### src/rtl/lap_pkg.sv
// Shared definitions for the Laplacian frame path: default frame geometry,
// reader FSM states and the stream beat carried between stages.
package lap_pkg;

   localparam int LAP_ROWS   = 242;
   localparam int LAP_COLS   = 247;
   localparam int LAP_PIX_W  = 8;
   localparam int LAP_ADDR_W = 16;

   typedef enum logic [1:0] {IDLE, RUN, DRAIN, DONE} state_t;

   typedef struct packed {
      logic [LAP_PIX_W-1:0] data;
      logic                 sof;
      logic                 eol;
      logic                 eof;
   } beat_t;

endpackage

### src/rtl/lap_frame_reader_if.sv
// Frame reader bus: synchronous RAM read port plus the outgoing pixel stream.
// The master side is the reader; the slave side is RAM and downstream sink.
interface lap_frame_reader_if
   import lap_pkg::*;
#(
   parameter int PIX_W  = LAP_PIX_W,
   parameter int ADDR_W = LAP_ADDR_W
);
   logic              mem_rd_en;
   logic [ADDR_W-1:0] mem_addr;
   logic [PIX_W-1:0]  mem_rd_data;
   logic              pix_valid;
   logic              pix_ready;
   logic [PIX_W-1:0]  pix_data;
   logic              pix_sof;
   logic              pix_eol;
   logic              pix_eof;

   modport master (
      output mem_rd_en, mem_addr,
      input  mem_rd_data,
      output pix_valid, pix_data, pix_sof, pix_eol, pix_eof,
      input  pix_ready
   );

   modport slave (
      input  mem_rd_en, mem_addr,
      output mem_rd_data,
      input  pix_valid, pix_data, pix_sof, pix_eol, pix_eof,
      output pix_ready
   );
endinterface

### src/rtl/lap_stream_fifo2.sv
// Two-entry stream FIFO with simultaneous push/pop; head is the oldest entry.
// The beat type is a parameter so stream stages of any pixel width can share it.
module lap_stream_fifo2
   import lap_pkg::*;
#(
   parameter type beat_T = beat_t
) (
   input  logic       clk,
   input  logic       rst_n,
   input  logic       push_i,
   input  beat_T      push_beat_i,
   input  logic       pop_i,
   output beat_T      head_o,
   output logic [1:0] count_o
);
   beat_T      mem_q [2];
   logic       wr_ptr_q;
   logic       rd_ptr_q;
   logic [1:0] count_q;
   logic       do_push;
   logic       do_pop;

   assign do_pop  = pop_i && (count_q != 2'd0);
   assign do_push = push_i && ((count_q != 2'd2) || do_pop);

   // NOTE: state is updated with <= so every register sees pre-edge values.
   always_ff @(posedge clk or negedge rst_n) begin
      if (!rst_n) begin
         // NOTE: storage is reset as well so the stream data port reads zero after reset.
         mem_q[0] <= '0;
         mem_q[1] <= '0;
         wr_ptr_q <= 1'b0;
         rd_ptr_q <= 1'b0;
         count_q  <= 2'd0;
      end else begin
         if (do_push) begin
            mem_q[wr_ptr_q] <= push_beat_i;
            wr_ptr_q        <= ~wr_ptr_q;
         end
         if (do_pop) begin
            rd_ptr_q <= ~rd_ptr_q;
         end
         count_q <= count_q + 2'(do_push) - 2'(do_pop);
      end
   end

   assign head_o  = mem_q[rd_ptr_q];
   assign count_o = count_q;
endmodule

### src/rtl/lap_frame_reader.sv
// Reads a ROWS x COLS frame from a synchronous RAM and streams it out in raster
// order with sof/eol/eof tags. Define LAP_READER_BORDER_ZERO_EN to zero the border.
module lap_frame_reader
   import lap_pkg::*;
#(
   parameter int ROWS   = LAP_ROWS,
   parameter int COLS   = LAP_COLS,
   parameter int PIX_W  = LAP_PIX_W,
   parameter int ADDR_W = LAP_ADDR_W
) (
   input  logic               clk,
   input  logic               rst_n,
   input  logic               start,
   output logic               busy,
   output logic               done,
   lap_frame_reader_if.master bus
);
   localparam int ROW_W = (ROWS > 1) ? $clog2(ROWS) : 1;
   localparam int COL_W = (COLS > 1) ? $clog2(COLS) : 1;
   localparam logic [ROW_W-1:0] ROW_LAST = ROW_W'(ROWS - 1);
   localparam logic [COL_W-1:0] COL_LAST = COL_W'(COLS - 1);

   typedef struct packed {
      logic [PIX_W-1:0] data;
      logic             sof;
      logic             eol;
      logic             eof;
   } pix_beat_t;

   typedef struct packed {
      logic sof;
      logic eol;
      logic eof;
   } tags_t;

   state_t            state_q, state_d;
   logic [ROW_W-1:0]  row_q, row_d;
   logic [COL_W-1:0]  col_q, col_d;
   logic [ADDR_W-1:0] addr_q, addr_d;
   logic              slot_q, slot_d;
   logic              zero_q, zero_d;
   tags_t             tags_q, tags_d;
   pix_beat_t         push_beat;
   pix_beat_t         head;
   logic [1:0]        count;
   logic [2:0]        committed;
   logic              pop;
   logic              issue;
   logic              is_border;
   logic              last_pix;

   // A slot may issue only if everything already owed to the FIFO still fits.
   assign pop       = (count != 2'd0) && bus.pix_ready;
   assign committed = 3'(count) + 3'(slot_q) - 3'(pop);
   assign issue     = (state_q == RUN) && (committed < 3'd2);
   assign last_pix  = (row_q == ROW_LAST) && (col_q == COL_LAST);

`ifdef LAP_READER_BORDER_ZERO_EN
   assign is_border = (row_q == '0) || (row_q == ROW_LAST) ||
                      (col_q == '0) || (col_q == COL_LAST);
`else
   assign is_border = 1'b0;
`endif

   always_comb begin
      // NOTE: every signal driven here gets a default first, so no path infers a latch.
      state_d    = state_q;
      row_d      = row_q;
      col_d      = col_q;
      addr_d     = addr_q;
      slot_d     = issue;
      zero_d     = is_border;
      tags_d.sof = (row_q == '0) && (col_q == '0);
      tags_d.eol = (col_q == COL_LAST);
      tags_d.eof = last_pix;
      unique case (state_q)
         IDLE: begin
            if (start) begin
               state_d = RUN;
               row_d   = '0;
               col_d   = '0;
               addr_d  = '0;
            end
         end
         RUN: begin
            if (issue) begin
               if (last_pix) begin
                  state_d = DRAIN;
               end else begin
                  addr_d = addr_q + ADDR_W'(1);
                  if (col_q == COL_LAST) begin
                     col_d = '0;
                     row_d = row_q + ROW_W'(1);
                  end else begin
                     col_d = col_q + COL_W'(1);
                  end
               end
            end
         end
         DRAIN: begin
            if (pop && head.eof) begin
               state_d = DONE;
            end
         end
         DONE:    state_d = IDLE;
         default: state_d = IDLE;
      endcase
   end

   always_ff @(posedge clk or negedge rst_n) begin
      if (!rst_n) begin
         state_q <= IDLE;
         row_q   <= '0;
         col_q   <= '0;
         addr_q  <= '0;
         slot_q  <= 1'b0;
         zero_q  <= 1'b0;
         tags_q  <= '0;
      end else begin
         state_q <= state_d;
         row_q   <= row_d;
         col_q   <= col_d;
         addr_q  <= addr_d;
         slot_q  <= slot_d;
         zero_q  <= zero_d;
         tags_q  <= tags_d;
      end
   end

   assign push_beat = {(zero_q ? {PIX_W{1'b0}} : bus.mem_rd_data),
                       tags_q.sof, tags_q.eol, tags_q.eof};

   lap_stream_fifo2 #(
      .beat_T (pix_beat_t)
   ) u_fifo (
      .clk         (clk),
      .rst_n       (rst_n),
      .push_i      (slot_q),
      .push_beat_i (push_beat),
      .pop_i       (pop),
      .head_o      (head),
      .count_o     (count)
   );

   assign busy          = (state_q == RUN) || (state_q == DRAIN);
   assign done          = (state_q == DONE);
   assign bus.mem_rd_en = issue && !is_border;
   assign bus.mem_addr  = addr_q;
   assign bus.pix_valid = (count != 2'd0);
   assign bus.pix_data  = head.data;
   assign bus.pix_sof   = head.sof;
   assign bus.pix_eol   = head.eol;
   assign bus.pix_eof   = head.eof;
endmodule

### src/flat_wrapper.sv
// flat-port wrapper written by rule: the top's interface ports become plain ports
module lap_frame_reader_flat import lap_pkg::*;
#(
   parameter int ROWS   = LAP_ROWS,
   parameter int COLS   = LAP_COLS,
   parameter int PIX_W  = LAP_PIX_W,
   parameter int ADDR_W = LAP_ADDR_W
)
  (clk, rst_n, start, busy, done, bus_mem_rd_en, bus_mem_addr, bus_mem_rd_data, bus_pix_valid, bus_pix_data, bus_pix_sof, bus_pix_eol, bus_pix_eof, bus_pix_ready);
  lap_frame_reader_if #(.PIX_W(PIX_W), .ADDR_W(ADDR_W)) bus_i ();
  input  logic clk;
  input  logic rst_n;
  input  logic start;
  output logic busy;
  output logic done;
  output wire logic [$bits(bus_i.mem_rd_en)-1:0] bus_mem_rd_en;
  output wire logic [$bits(bus_i.mem_addr)-1:0] bus_mem_addr;
  input wire logic [$bits(bus_i.mem_rd_data)-1:0] bus_mem_rd_data;
  output wire logic [$bits(bus_i.pix_valid)-1:0] bus_pix_valid;
  output wire logic [$bits(bus_i.pix_data)-1:0] bus_pix_data;
  output wire logic [$bits(bus_i.pix_sof)-1:0] bus_pix_sof;
  output wire logic [$bits(bus_i.pix_eol)-1:0] bus_pix_eol;
  output wire logic [$bits(bus_i.pix_eof)-1:0] bus_pix_eof;
  input wire logic [$bits(bus_i.pix_ready)-1:0] bus_pix_ready;
  assign bus_mem_rd_en = bus_i.mem_rd_en;
  assign bus_mem_addr = bus_i.mem_addr;
  assign bus_i.mem_rd_data = bus_mem_rd_data;
  assign bus_pix_valid = bus_i.pix_valid;
  assign bus_pix_data = bus_i.pix_data;
  assign bus_pix_sof = bus_i.pix_sof;
  assign bus_pix_eol = bus_i.pix_eol;
  assign bus_pix_eof = bus_i.pix_eof;
  assign bus_i.pix_ready = bus_pix_ready;
  lap_frame_reader #(.ROWS(ROWS), .COLS(COLS), .PIX_W(PIX_W), .ADDR_W(ADDR_W)) u_core (.clk(clk), .rst_n(rst_n), .start(start), .busy(busy), .done(done), .bus(bus_i));
endmodule
### config.mk
export PLATFORM = sky130hd
export DESIGN_NAME = lap_frame_reader_flat
export DESIGN_NICKNAME = d
export VERILOG_FILES = /design/src/rtl/lap_pkg.sv /design/src/rtl/lap_frame_reader_if.sv /design/src/rtl/lap_stream_fifo2.sv /design/src/rtl/lap_frame_reader.sv /design/src/flat_wrapper.sv
export SDC_FILE = /design/constraint.sdc
export NUM_CORES = 1
export LEC_CHECK = 0
export BUFFER_PORTS_ARGS = -buffer_cell sky130_fd_sc_hd__buf_2
export CAP_MARGIN = 20
export CORE_ASPECT_RATIO = 1.1
export CORE_UTILIZATION = 30
export DETAILED_ROUTE_END_ITERATION = 16
export PLACE_DENSITY = 0.57
export SLEW_MARGIN = 5
export SYNTH_ARGS = -nofsm -noshare
export SYNTH_HDL_FRONTEND = slang
export SYNTH_SLANG_ARGS = --single-unit
export TNS_END_PERCENT = 5
### constraint.sdc
create_clock -name clk -period 2.85 [get_ports clk]
set_input_delay 0.57 -clock clk [delete_from_list [all_inputs] [get_ports clk]]
set_output_delay 0.57 -clock clk [all_outputs]
set_load 0.02 [all_outputs]
==> Word level (Yosys, flattened, before mapping) <==
Index checks and enable logic that the tools add are counted.
{ "totals": {"out_inout_bits": 31, "input_bits": 12, "ff_bits": 64} }
{ "classes": {"reduce_logical": 18, "n_eq_ne": 12, "bitwise": 4, "add_sub_neg": 7, "muxes": 24, "order_cmp": 4} }
{ "ops": {"columns": ["operator", "count"], "rows": [
  ["8-bit 2-to-1 mux", 7],
  ["16-bit 2-to-1 mux", 3],
  ["11-bit 2-to-1 mux", 4],
  ["16-bit case mux with 2 select lines", 1],
  ["8-bit case mux with 2 select lines", 2],
  ["22-bit bitwise mux", 1],
  ["16-bit by 1-bit adder with 16-bit output (second input constant)", 1],
  ["8-bit by 1-bit adder with 8-bit output (second input constant)", 2],
  ["8-bit equality test (second input constant)", 2],
  ["8-bit logical NOT", 2],
  ["11-bit demux with 1-bit select", 1],
  ["1-bit logical AND", 8],
  ["2-bit 2-to-1 mux", 4],
  ["2-bit by 1-bit inequality test with 1-bit output (second input constant)", 4],
  ["2-bit case mux with 4 select lines", 1],
  ["4-bit AND reduction", 2],
  ["2-bit inequality test (second input constant)", 3],
  ["5-bit AND reduction", 1],
  ["2-bit equality test (second input constant)", 2],
  ["2-bit >= comparator (second input constant)", 2],
  ["1-bit inverter with 2-bit output", 2],
  ["2-bit nonzero test", 2],
  ["2-bit by 1-bit adder with 3-bit output", 1],
  ["3-bit by 2-bit < comparator with 1-bit output (second input constant)", 1],
  ["other kinds (8)", 10]
]} }

==> Depth between registers and ports, before layout <==
Gate-level depths: netlist of run 1.
{ "depth": {"ltp_word": 7, "depth_mapped": 12, "depth_no_buf": 10} }

==> By module <==
A second synthesis of run 1 with hierarchy kept.
{ "unflattened": {"cells_unflattened": 356, "hier_area_um2": 3639.7} }
{ "by_module_without_submodules": {"columns": ["module", "n_inst", "area_per_inst_um2", "cells_per_inst"], "rows": [
  ["lap_frame_reader", 1, 2469.9, 274],
  ["lap_stream_fifo2", 1, 1169.9, 82]
]} }

==> Worst setup path before layout of run 1 <==
OpenSTA, ideal clock, no wires.
{ "synth_path": {"kind": "input to register", "startpoint": "input port bus_pix_ready", "endpoint": "register u_core.addr_q[15] (netlist: u_core.bus.mem_addr[15])", "t_required_ps": 2781, "setup_time_ps": 69, "path_stages": 10, "slack_ps": -293, "arrival_time_ps": 3074, "cell_sequence": "o21ai_0 > inv_1 > ha_1 > nor2b_1 > fa_1 > or4_4 > a22o_1 > buf_6 > or4_1 > nand3_1"} }
{ "synth_between": {"elab_chain_cells": 6} }
{ "synth_rtl": {"columns": ["item", "line", "source"], "rows": [
  ["start, declared", "flat_wrapper.sv:24", "input wire logic [$bits(bus_i.pix_ready)-1:0] bus_pix_ready;"],
  ["1-bit logical AND", "lap_frame_reader.sv:53", "assign pop = (count != 2'd0) && bus.pix_ready;"],
  ["3-bit by 1-bit subtractor with 3-bit output", "lap_frame_reader.sv:54", "assign committed = 3'(count) + 3'(slot_q) - 3'(pop);"],
  ["3-bit by 2-bit < comparator with 1-bit output", "lap_frame_reader.sv:55", "assign issue = (state_q == RUN) && (committed < 3'd2);"],
  ["1-bit logical AND", "lap_frame_reader.sv:55", null],
  ["2-bit by 1-bit inequality test with 1-bit output (no line)", null, null],
  ["4-bit AND reduction (no line)", null, null],
  ["end signal, assigned", "lap_frame_reader.sv:123", "addr_q <= addr_d;"],
  ["end, declared", "lap_frame_reader.sv:39", "logic [ADDR_W-1:0] addr_q, addr_d;"]
]} }
No other way between the ends.
A chain may end at the register's enable or synchronous reset.

==> Worst setup path in the final report of run 1 <==
{ "layout_path": {"startpoint": "register u_core.u_fifo.count_q[0] (netlist: u_core.u_fifo.count_o[0])", "endpoint": "register u_core.col_q[7]"} }
{ "layout_between": {"elab_chain_cells": 7, "elab_cells_between_ends": 8} }
{ "layout_rtl": {"columns": ["item", "line", "source"], "rows": [
  ["start, declared", "lap_stream_fifo2.sv:19", "logic [1:0] count_q;"],
  ["start signal, assigned", "lap_stream_fifo2.sv:43", "count_q <= count_q + 2'(do_push) - 2'(do_pop);"],
  ["parallel branches: the longest is 2 deep, another holds 2-bit by 1-bit adder with 3-bit output", null, null],
  ["3-bit by 1-bit subtractor with 3-bit output (*)", "lap_frame_reader.sv:54", null],
  ["3-bit by 2-bit < comparator with 1-bit output (*)", "lap_frame_reader.sv:55", null],
  ["1-bit logical AND (*)", "lap_frame_reader.sv:55", null],
  ["2-bit by 1-bit inequality test with 1-bit output (no line) (*)", null, null],
  ["4-bit AND reduction (no line) (*)", null, null],
  ["end signal, assigned", "lap_frame_reader.sv:122", "col_q <= col_d;"],
  ["end, declared", "lap_frame_reader.sv:38", "logic [COL_W-1:0] col_q, col_d;"]
]} }
Every way passes the cells marked *.

==> metrics.md, run 1 <==
| Metric | Value |
|---|---|
| Setup TNS | -0.349 ns |
| RSZ-0062 raised after global routing | yes |
| Cell Area, Placed | 3950 µm² |
| CP startpoint kind | flop |
| Post-synth top cells | dfrtp_1 (64), mux2_2 (36), nand2_1 (36) |
| CP arrival | 3.13 ns |
| Synth Cell Area | 3390 µm² |
| Total CTS buffers | 9 |
| GPL Wtd Cong | 0.779 |
| Vias in the first global route | 2,694 |
| Met1 demand-to-capacity share in global routing | 17.4% |
| Congestion Overflow GR | 0 |
| Vias | 2,703 |
| Busiest grt layer | met2 |
| CTS Root Buffer Type | clkbuf_16 |
| Global-route wire length before repair | 12.7 mm |
| Die width | 103 µm |
| Largest area contributor in the netlist | dfrtp_1 |
| Max Clock Freq | 343 MHz |
| Post-route design area | 4350 µm² |
| Hold slack | 0.288 ns |
| Net Sw Frac | 39.6% |
| Nature of the critical path endpoint | flop |
| DRT Pass-1 Iters | 5 |
| Cell row count | 40 |
| DRC Markers | 0 |
| Worst-path clk slew | 0.06 ns |
| Finished Layout Cells | 542 |
| Relative slew slack | 33.8% |
| Post-synth EDFFs | 0 |
| Hpwl dp | 5.32 mm |
| Top-count cell post-synth | dfrtp_1 |
| Status | finished, violations left |
| Pin count of the biggest net entering global routing | 36 |
| Post-synthesis register bit count | 64 |
| Asr flop ratio synth | 100% |
| Clock share of power | 21.6% |
| CTS tree | yes |
| Placed Cells | 523 |
| Netlist cell types | 46 |
| Antenna Nets Post-Route | 0 |
| Syn Inst Count | 322 |
| Gate power share | 47.6% |
| Gr usage total | 14.0% |
| Synthesized net count | 350 |
| Crit Path Category | reg -> reg |
| Area grow syn2layout | 28.4% |
| M3 GR Usage | 3.92% |
| Switching power | 2010 µW |
| Antenna Cells | 0 |
| IO Count | 43 |
| Max Clock Skew | 0.00695 ns |
| H-tree depth | 3 |
| Final Worst Setup Slack | -0.0616 ns |
| Top post-synthesis cells by area | dfrtp_1 (47%), mux2_2 (12%), ha_1 (5.5%), nand2_1 (4.0%), nand3_1 (3.4%) |
| Failing checks | negative setup slack |
| Grt met2 use | 23.1% |
| Worst-margin pin slew | 0.989 ns |
| Max Cap Viol | 0 |
| Slew Viols, Final | 0 |
| Avg Cell Area, Syn | 10.5 µm² |
| Final hold violations | 0 |
| Register area share after synthesis | 47.3% |
| Worst EP required | 3.07 ns |
| PwrDens | 1170 nW/µm² |
| Synth top area share | 47.3% |
| Clock Latency Late Sink | 0.33 ns |
| Crit Path Max Fanout | 6 |
| Lkg Pwr | 0.00197 µW |
| Core Region | 11,000 µm² |
| VDD IR max | 426 µV |
| Minimum clock period | 2.91 ns |
| Fraction of layout cells with a size suffix above 1 | 35.2% |
| Fin nets | 418 |
| Most common flop cell mapped by yosys | dfrtp_1 |
| Routed WL per cell | 13.7 µm |
| Routed WL | 7.43 mm |
| Initial antenna violation count | 0 |
| Port Buf Inserts | 42 |
| Yosys warning count | 0 |
| Internal power | 3070 µW |
| Endpoints failing setup | 12 |
| Initial core utilization | 30.9% |
| Total power | 5090 µW |
| Vias per cell | 4.99 |
| Part of the power in registers | 30.9% |
| Final Cycle Share | 102% |
| Clock Path Buffers | 2 |
| Worst Hold Class | in -> async |
| Die Area | 11,700 µm² |
| Die Height | 113 µm |
| Clk sink count | 64 |
| Initial DRC count | 63 |
[timing repair]
action | in CTS | in global routing
hold buffers | 0 | 0
setup endpoints to repair | 30 | 32
buffers inserted | 2 | 1
pin swaps | 7 | 5
resized for setup | 16 | 10
[power by group through the flow]
| stage | registers, µW | logic (µW) | clock network [µW] |
|---|---|---|---|
| 4_1_cts | 1570 | 2390 | 1130 |
| 2_1_floorplan | 1610 | 1470 | 0 |
| 6_report | 1570 | 2420 | 1100 |
| 3_3_place_gp | 1570 | 2210 | 0 |
| 5_1_grt | 1630 | 2670 | 1160 |
| 3_5_place_dp | 1580 | 2260 | 0 |
[path summary, 6_finish.rpt]
| kind | startpoint | to | slack [ns] | depth (start not counted) |
|---|---|---|---|---|
| max | u_core.u_fifo.count_o[0] | u_core.col_q[7] | -0.06 | 12 |
| min | rst_n | u_core.u_fifo.mem_q[10] | 0.29 | 1 |
| max reg2reg | u_core.u_fifo.count_o[0] | u_core.col_q[7] | -0.06 | 12 |
| min reg2reg | u_core.u_fifo.mem_q[1] | u_core.u_fifo.mem_q[1] | 0.50 | 1 |
| max in group asynchronous | rst_n | u_core.col_q[4] | 1.91 | 2 |
| min in group clk | bus_mem_rd_data[7] | u_core.u_fifo.mem_q[10] | 0.48 | 2 |
[cell type report]
cell class                      instances  area (µm²)
Clock buffer                            9         225
Clock inverter                          7        72.6
Fill cell                            1082        6610
Inverter                               14        52.6
Multi-Input combinational cell        232        1760
Sequential cell                        64        1600
Tap cell                              147         184
Timing Repair Buffer                   69         450
[cells by family after synthesis]
family	count (synthesis)	share of synthesized area, %
and+or+nand+nor	124	19.8
muxes	37	12.3
AOI/OAI and AO/OA	50	10.0
DFF	64	47.3
buffers and inverters	26	3.25
adders and majority gates	16	6.13
xor gates and xnor gates	5	1.29
[cell usage in the layout (no fill, tap or decap), types with 8 or more instances in the layout]
cell        n
dfrtp_1    64
mux2_2     36
o21ai_0     8
buf_4      21
nand2_1    36
o21ai_1     8
inv_1      13
o211ai_1    8
nor2_1     14
ha_1       14
clkbuf_16   9
nand3_1    22
buf_2      41
[per-stage QoR]
stage / setup slack, ns / util (%)
5_1_grt: -0.223 / 39.7
3_3_place_gp: -0.275 / 36.0
4_1_cts: -0.0956 / 39.3
6_report: -0.0616 / 39.7
3_5_place_dp: -0.305 / 36.0
2_1_floorplan: -0.0511 / -
[metal layers]
metal / vias to the layer above / part of all wire (%)
met5: - / 0
li1: 1320 / -
met2: 46 / 48
met4: 0 / 1.5
met1: 1324 / 46
met3: 13 / 4.1
[critical path, stage by stage, from the launching register on]
cell and delay (ns):
dfrtp_1 0.41, o21ai_4 0.16, inv_2 0.07, ha_4 0.27
nor2b_4 0.04, fa_2 0.39, xnor2_2 0.15, or4_4 0.50
buf_6 0.14, a22oi_2 0.20, buf_6 0.17, o21ai_0 0.08
a22o_1 0.23
[registers in the layout (all words and copies together), names as in the netlist]
register,flops
u_core.u_fifo.mem_q,22
u_core.u_fifo.count_o,2
u_core.u_fifo.wr_ptr_q,1
u_core.row_q,8
u_core.u_fifo.rd_ptr_q,1
u_core.slot_q,1
u_core.col_q,8
u_core.state_q,2
u_core.push_beat,3
u_core.bus.mem_addr,16
Note: power is estimated with default switching activity, not from simulation.
==> run 2: changes to the inputs <==
TNS_END_PERCENT = unset   (was 5)
==> run 2 against run 1 <==
- the flow still finishes with violations (negative setup slack)
- clock skew down 0.0013 ns
- first-iteration DRC count increased by 92%
- total power grew 6.5%
- utilization is 1.3 points higher
- die area stayed put
- global-route usage increased by 0.41 points
- final cell count up 0.37%
- combinational power rose by 7%
- largest cell class unchanged
- largest power group unchanged
- highest routed layer unchanged
==> metrics.md, run 2 (synthesized netlist as in run 1, its figures left out) <==
| Metric | Value |
|---|---|
| Status | finished, violations left |
| Failing checks | negative setup slack |
| DRT Pass-1 Iters | 4 |
| Cell mode on critical path | or4_4 |
| Internal power | 3320 µW |
| Clock Latency Late Sink | 0.33 ns |
| Reg2Reg Launch Point | u_core.u_fifo.count_o[1] |
| H-tree depth | 3 |
| Vias per cell | 5.13 |
| Initial core utilization | 30.9% |
| IO Count | 43 |
| Gr usage total | 14.4% |
| Gate power share | 47.7% |
| Hpwl dp | 5.20 mm |
| Fin nets | 420 |
| Switching power | 2090 µW |
| Part of the power in registers | 29.3% |
| Fraction of layout cells with a size suffix above 1 | 38.0% |
| Total power | 5420 µW |
| Slowest cell delay on critical path | 0.54 ns |
| Worst R2R End | u_core.col_q[6] |
| Relative slew slack | 33.9% |
| Initial antenna violation count | 0 |
| Global-route wire length before repair | 13.0 mm |
| CP startpoint kind | flop |
| Nature of the critical path endpoint | flop |
| Vias | 2,792 |
| Crit Path Category | reg -> reg |
| Worst Hold Class | in -> async |
| CP arrival | 3.20 ns |
| Core Region | 11,000 µm² |
| Worst-margin pin slew | 0.987 ns |
| Lkg Pwr | 0.00204 µW |
| M3 GR Usage | 3.43% |
| RSZ-0062 raised after global routing | yes |
| Endpoints failing setup | 20 |
| Die Height | 113 µm |
| Final hold violations | 0 |
| Cell Area, Placed | 3940 µm² |
| Max Clock Skew | 0.00564 ns |
| Crit Path Max Fanout | 8 |
| DRC Markers | 0 |
| PwrDens | 1210 nW/µm² |
| Net Sw Frac | 38.6% |
| Die Area | 11,700 µm² |
| Post-placement setup slack | -0.285 ns |
| Pin count of the biggest net entering global routing | 37 |
| CTS Root Buffer Type | clkbuf_16 |
| Cell row count | 40 |
| Antenna Nets Post-Route | 0 |
| VDD IR max | 479 µV |
| Final Cycle Share | 103% |
| Area grow syn2layout | 32.6% |
| Slew Viols, Final | 0 |
| Hold slack | 0.292 ns |
| Antenna Cells | 0 |
| Die width | 103 µm |
| Minimum clock period | 2.94 ns |
| Routed WL per cell | 14.4 µm |
| Final Worst Setup Slack | -0.0920 ns |
| Grt met2 use | 24.2% |
| Reg2reg path depth | 10 |
| Busiest grt layer | met2 |
| Hold Buf Count CTS | 0 |
| Max Cap Viol | 0 |
| Crit-path cells | o21ai_4 -> inv_2 -> ha_4 -> nor2b_4 -> fa_2 -> or4_4 -> a22o_4 -> buf_12 -> or4_4 -> nand3_2 |
| Most flops, register | u_core.u_fifo.mem_q |
| Max Clock Freq | 340 MHz |
| Initial DRC count | 121 |
| GPL Wtd Cong | 0.747 |
| Worst EP required | 3.11 ns |
| Clk sink count | 64 |
| Routed WL | 7.84 mm |
| Fillers | 1,051 |
| Total CTS buffers | 9 |
| Clock Path Buffers | 2 |
| Worst-path clk slew | 0.06 ns |
| Commonest non-fill, non-tap cell in the layout | dfrtp_1 |
| Slowest cell on crit path | or4_4 |
| Leading cell types in the layout, fill and taps excluded | dfrtp_1 (64), buf_2 (41), nand2_1 (36) |
| CTS tree | yes |
| Max reg flops | 22 |
| Clock share of power | 22.9% |
| Vias in the first global route | 2,755 |
| Port Buf Inserts | 42 |
| Post-route design area | 4490 µm² |
| R2R setup slack | -0.09 ns |
| Met1 demand-to-capacity share in global routing | 17.5% |
| Congestion Overflow GR | 0 |
## run 2: cell types whose count changed in the layout (fill, tap and decap cells not counted), sizes merged
cell / before / now
clkbuf: 9 / 12
clkinv: 4 / 1
clkinvlp: 2 / 0
inv: 14 / 16
buf: 69 / 70
bufinv: 1 / 2
## run 2: timing repair
action,in CTS,in global routing
pin swaps,10,15
resized for setup,20,20
cloned,0,1
setup endpoints to repair,26,32
buffers inserted,4,4
hold endpoints to repair,0,0
## run 2: power by group through the flow
stage	clock [µW]	sequential (µW)	combinational, µW
2_1_floorplan	0	1610	1490
3_3_place_gp	0	1580	2220
3_5_place_dp	0	1590	2270
4_1_cts	1280	1590	2430
5_1_grt	1320	1650	2840
6_report	1240	1590	2590
## run 2: worst max-delay path: cells and delay by family, from the launching register on
family          cells  cell delay (ns)
fa+ha+maj           2             0.66
buf+inv             2             0.21
flops               1             0.41
compound gates      2             0.44
simple gates        4             1.16
## run 2: worst max path at each step
stage | start | endpoint | slack, ns | depth (start not counted)
2_1_floorplan | bus_pix_ready | u_core.row_q[5] | -0.05 | 10
3_3_place_gp | bus_pix_ready | u_core.bus.mem_addr[0] | -0.24 | 11
3_5_place_dp | bus_pix_ready | u_core.col_q[3] | -0.28 | 12
4_1_cts | u_core.u_fifo.count_o[0] | u_core.row_q[5] | -0.07 | 11
5_1_grt | u_core.u_fifo.count_o[1] | u_core.col_q[6] | -0.15 | 10
6_report | u_core.u_fifo.count_o[1] | u_core.col_q[6] | -0.09 | 10
## run 2: metrics by stage
step / std cells / TNS [ns] / util, %
after floorplan: 322 / -0.342 / -
after global routing: 544 / -3.09 / 41.0
final: 544 / -0.727 / 41.0
after global placement: 520 / -5.77 / 35.9
after detailed placement: 520 / -6.66 / 35.9
after CTS: 540 / -0.838 / 39.9
## run 2: area by class of cell
type	count	area, µm²	area share (%)
multi-input cells	232	1810	40.4
flip-flops and latches	64	1600	35.6
well taps	147	184	4.09
clock buffers	11	253	5.63
inverters	14	52.6	1.17
repair buffers	71	503	11.2
clock inverters	5	86.3	1.92
## run 2: per-layer routing
metal / vias to the layer above / routed length (µm)
met3: 9 / 333
met4: 0 / 99
li1: 1321 / -
met5: - / 0
met2: 74 / 3830
met1: 1388 / 3580
==> run 3: changes to the inputs <==
SETUP_SLACK_MARGIN = 0.1   (was unset)
==> run 3 against run 2 <==
- the flow still finishes with violations (negative setup slack)
- via count is 2.3% lower
- global-route usage is 0.20 points higher
- combinational power is 2% lower
- count of clock-buffer cells in the layout is 1 higher
- setup slack better by 0.021 ns
- worst hold slack better by 0.0051 ns
- register-to-register slack better by 0.02 ns
- sequential power hardly changed
- routed wire length is 3.0% lower
- clock power is 19% lower
- critical endpoint is now u_core.row_q[6]
- largest power group unchanged
==> metrics.md, run 3 (synthesized netlist as in run 1, its figures left out) <==
| Metric | Value |
|---|---|
| Status | finished, violations left |
| Failing checks | negative setup slack |
| Total CTS buffers | 9 |
| Global-route wire length before repair | 13.0 mm |
| Fraction of layout cells with a size suffix above 1 | 37.5% |
| Slew Viols, Final | 0 |
| Area grow syn2layout | 29.9% |
| Clock Latency Late Sink | 0.33 ns |
| Part of the power in registers | 30.7% |
| Fin nets | 419 |
| Congestion Overflow GR | 0 |
| Die Area | 11,700 µm² |
| Worst Setup SP | u_core.u_fifo.count_o[1] |
| Max Clock Skew | 0.00808 ns |
| Antenna Cells | 0 |
| Worst-path clk slew | 0.05 ns |
| Total power | 5130 µW |
| R2R setup slack | -0.07 ns |
| Reg2reg path depth | 11 |
| DRC Markers | 0 |
| Initial core utilization | 30.9% |
| CTS tree | yes |
| Nature of the critical path endpoint | flop |
| Hold Buf Count CTS | 0 |
| Endpoints failing setup | 14 |
| Die Height | 113 µm |
| Port Buf Inserts | 42 |
| CTS Root Buffer Type | clkbuf_16 |
| Vias | 2,727 |
| CP arrival | 3.14 ns |
| Worst-margin pin slew | 1.03 ns |
| CP startpoint kind | flop |
| Gate power share | 49.6% |
| Max reg flops | 22 |
| Worst EP required | 3.07 ns |
| RSZ-0062 raised after global routing | yes |
| PwrDens | 1170 nW/µm² |
| Clock share of power | 19.7% |
| Worst Hold Class | in -> async |
| Reg2Reg Launch Point | u_core.u_fifo.count_o[1] |
| Hold slack | 0.297 ns |
| Hpwl dp | 5.13 mm |
| Lkg Pwr | 0.00198 µW |
| Minimum clock period | 2.92 ns |
| VDD IR max | 533 µV |
| Core Region | 11,000 µm² |
| Antenna Nets Post-Route | 0 |
| Die width | 103 µm |
| Final Worst Setup Slack | -0.0714 ns |
| IO Count | 43 |
| GPL Wtd Cong | 0.799 |
| Pin count of the biggest net entering global routing | 35 |
| Crit Path Category | reg -> reg |
| Routed WL per cell | 14.0 µm |
| Vias in the first global route | 2,669 |
| Net Sw Frac | 39.7% |
| Initial DRC count | 92 |
| DRT Pass-1 Iters | 4 |
| Final hold violations | 0 |
| Most flops, register | u_core.u_fifo.mem_q |
| Vias per cell | 5.03 |
| Clock Path Buffers | 2 |
| Initial antenna violation count | 0 |
| Final Cycle Share | 103% |
| Routed WL | 7.61 mm |
| Relative slew slack | 31.0% |
| Clk sink count | 64 |
| Crit Path Max Fanout | 5 |
| Commonest non-fill, non-tap cell in the layout | dfrtp_1 |
| Worst R2R End | u_core.row_q[6] |
| Max Cap Viol | 0 |
| Internal power | 3100 µW |
| Switching power | 2040 µW |
| Setup TNS | -0.538 ns |
| Leading cell types in the layout, fill and taps excluded | dfrtp_1 (64), buf_2 (41), nand2_1 (35), mux2_2 (35), nand3_1 (21) |
| Cell row count | 40 |
| Max Clock Freq | 342 MHz |
| H-tree depth | 3 |
| Gr usage total | 14.6% |
run 3: worst max path at each step:
stage,slack (ns),to
3_5_place_dp,-0.35,u_core.row_q[3]
6_report,-0.07,u_core.row_q[6]
5_1_grt,-0.20,u_core.row_q[6]
2_1_floorplan,-0.05,u_core.row_q[5]
4_1_cts,-0.03,u_core.bus.mem_addr[11]
3_3_place_gp,-0.32,u_core.row_q[3]
run 3: layer usage:
metal | global-route usage (%) | routed length, µm | vias up
li1 | - | - | 1318
met1 | 17.7 | 3440 | 1338
met2 | 24.1 | 3700 | 61
met3 | 3.68 | 324 | 10
met4 | 6.57 | 148 | 0
met5 | 0 | 0 | -
run 3: repair_timing:
action / 4_1_cts / 5_1_grt
buffers inserted: 6 / 3
setup endpoints to repair: 33 / 34
pin swaps: 8 / 11
gates resized for setup: 25 / 16
hold endpoints to repair: 0 / 0
run 3: area by class of cell:
type                            count  area (µm²)
Tap cell                          147         184
Fill cell                        1047        6560
Clock inverter                      3        17.5
Clock buffer                       12         256
Multi-Input combinational cell    232        1820
Inverter                           14        52.6
Sequential cell                    64        1600
Timing Repair Buffer               70         469
run 3: stage by stage:
stage | utilization, % | worst slack, ns | std cells | area (µm²)
CTS | 39.4 | -0.0343 | 540 | 4320
detailed placement | 35.8 | -0.351 | 519 | 3920
finish | 40.2 | -0.0714 | 542 | 4400
floorplan | - | -0.0508 | 322 | 3440
global placement | 35.8 | -0.316 | 519 | 3920
global route | 40.2 | -0.201 | 542 | 4400
run 3: worst max-delay path, stage by stage, from the launching register on:
cell and delay (ns):
dfrtp_1 0.40, o21ai_4 0.17, inv_2 0.07, ha_4 0.22, nor2b_4 0.10, fa_2 0.46, or4_4 0.57, buf_6 0.14
a22oi_2 0.18, buf_4 0.15, nand3_4 0.10, o41ai_2 0.24
run 3: power by group through the flow:
stage,registers [µW],clock network (µW),logic (µW)
global placement,1570,0,2160
global route,1640,1090,2810
floorplan,1610,0,1500
CTS,1570,1050,2430
finish,1580,1010,2550
detailed placement,1590,0,2210
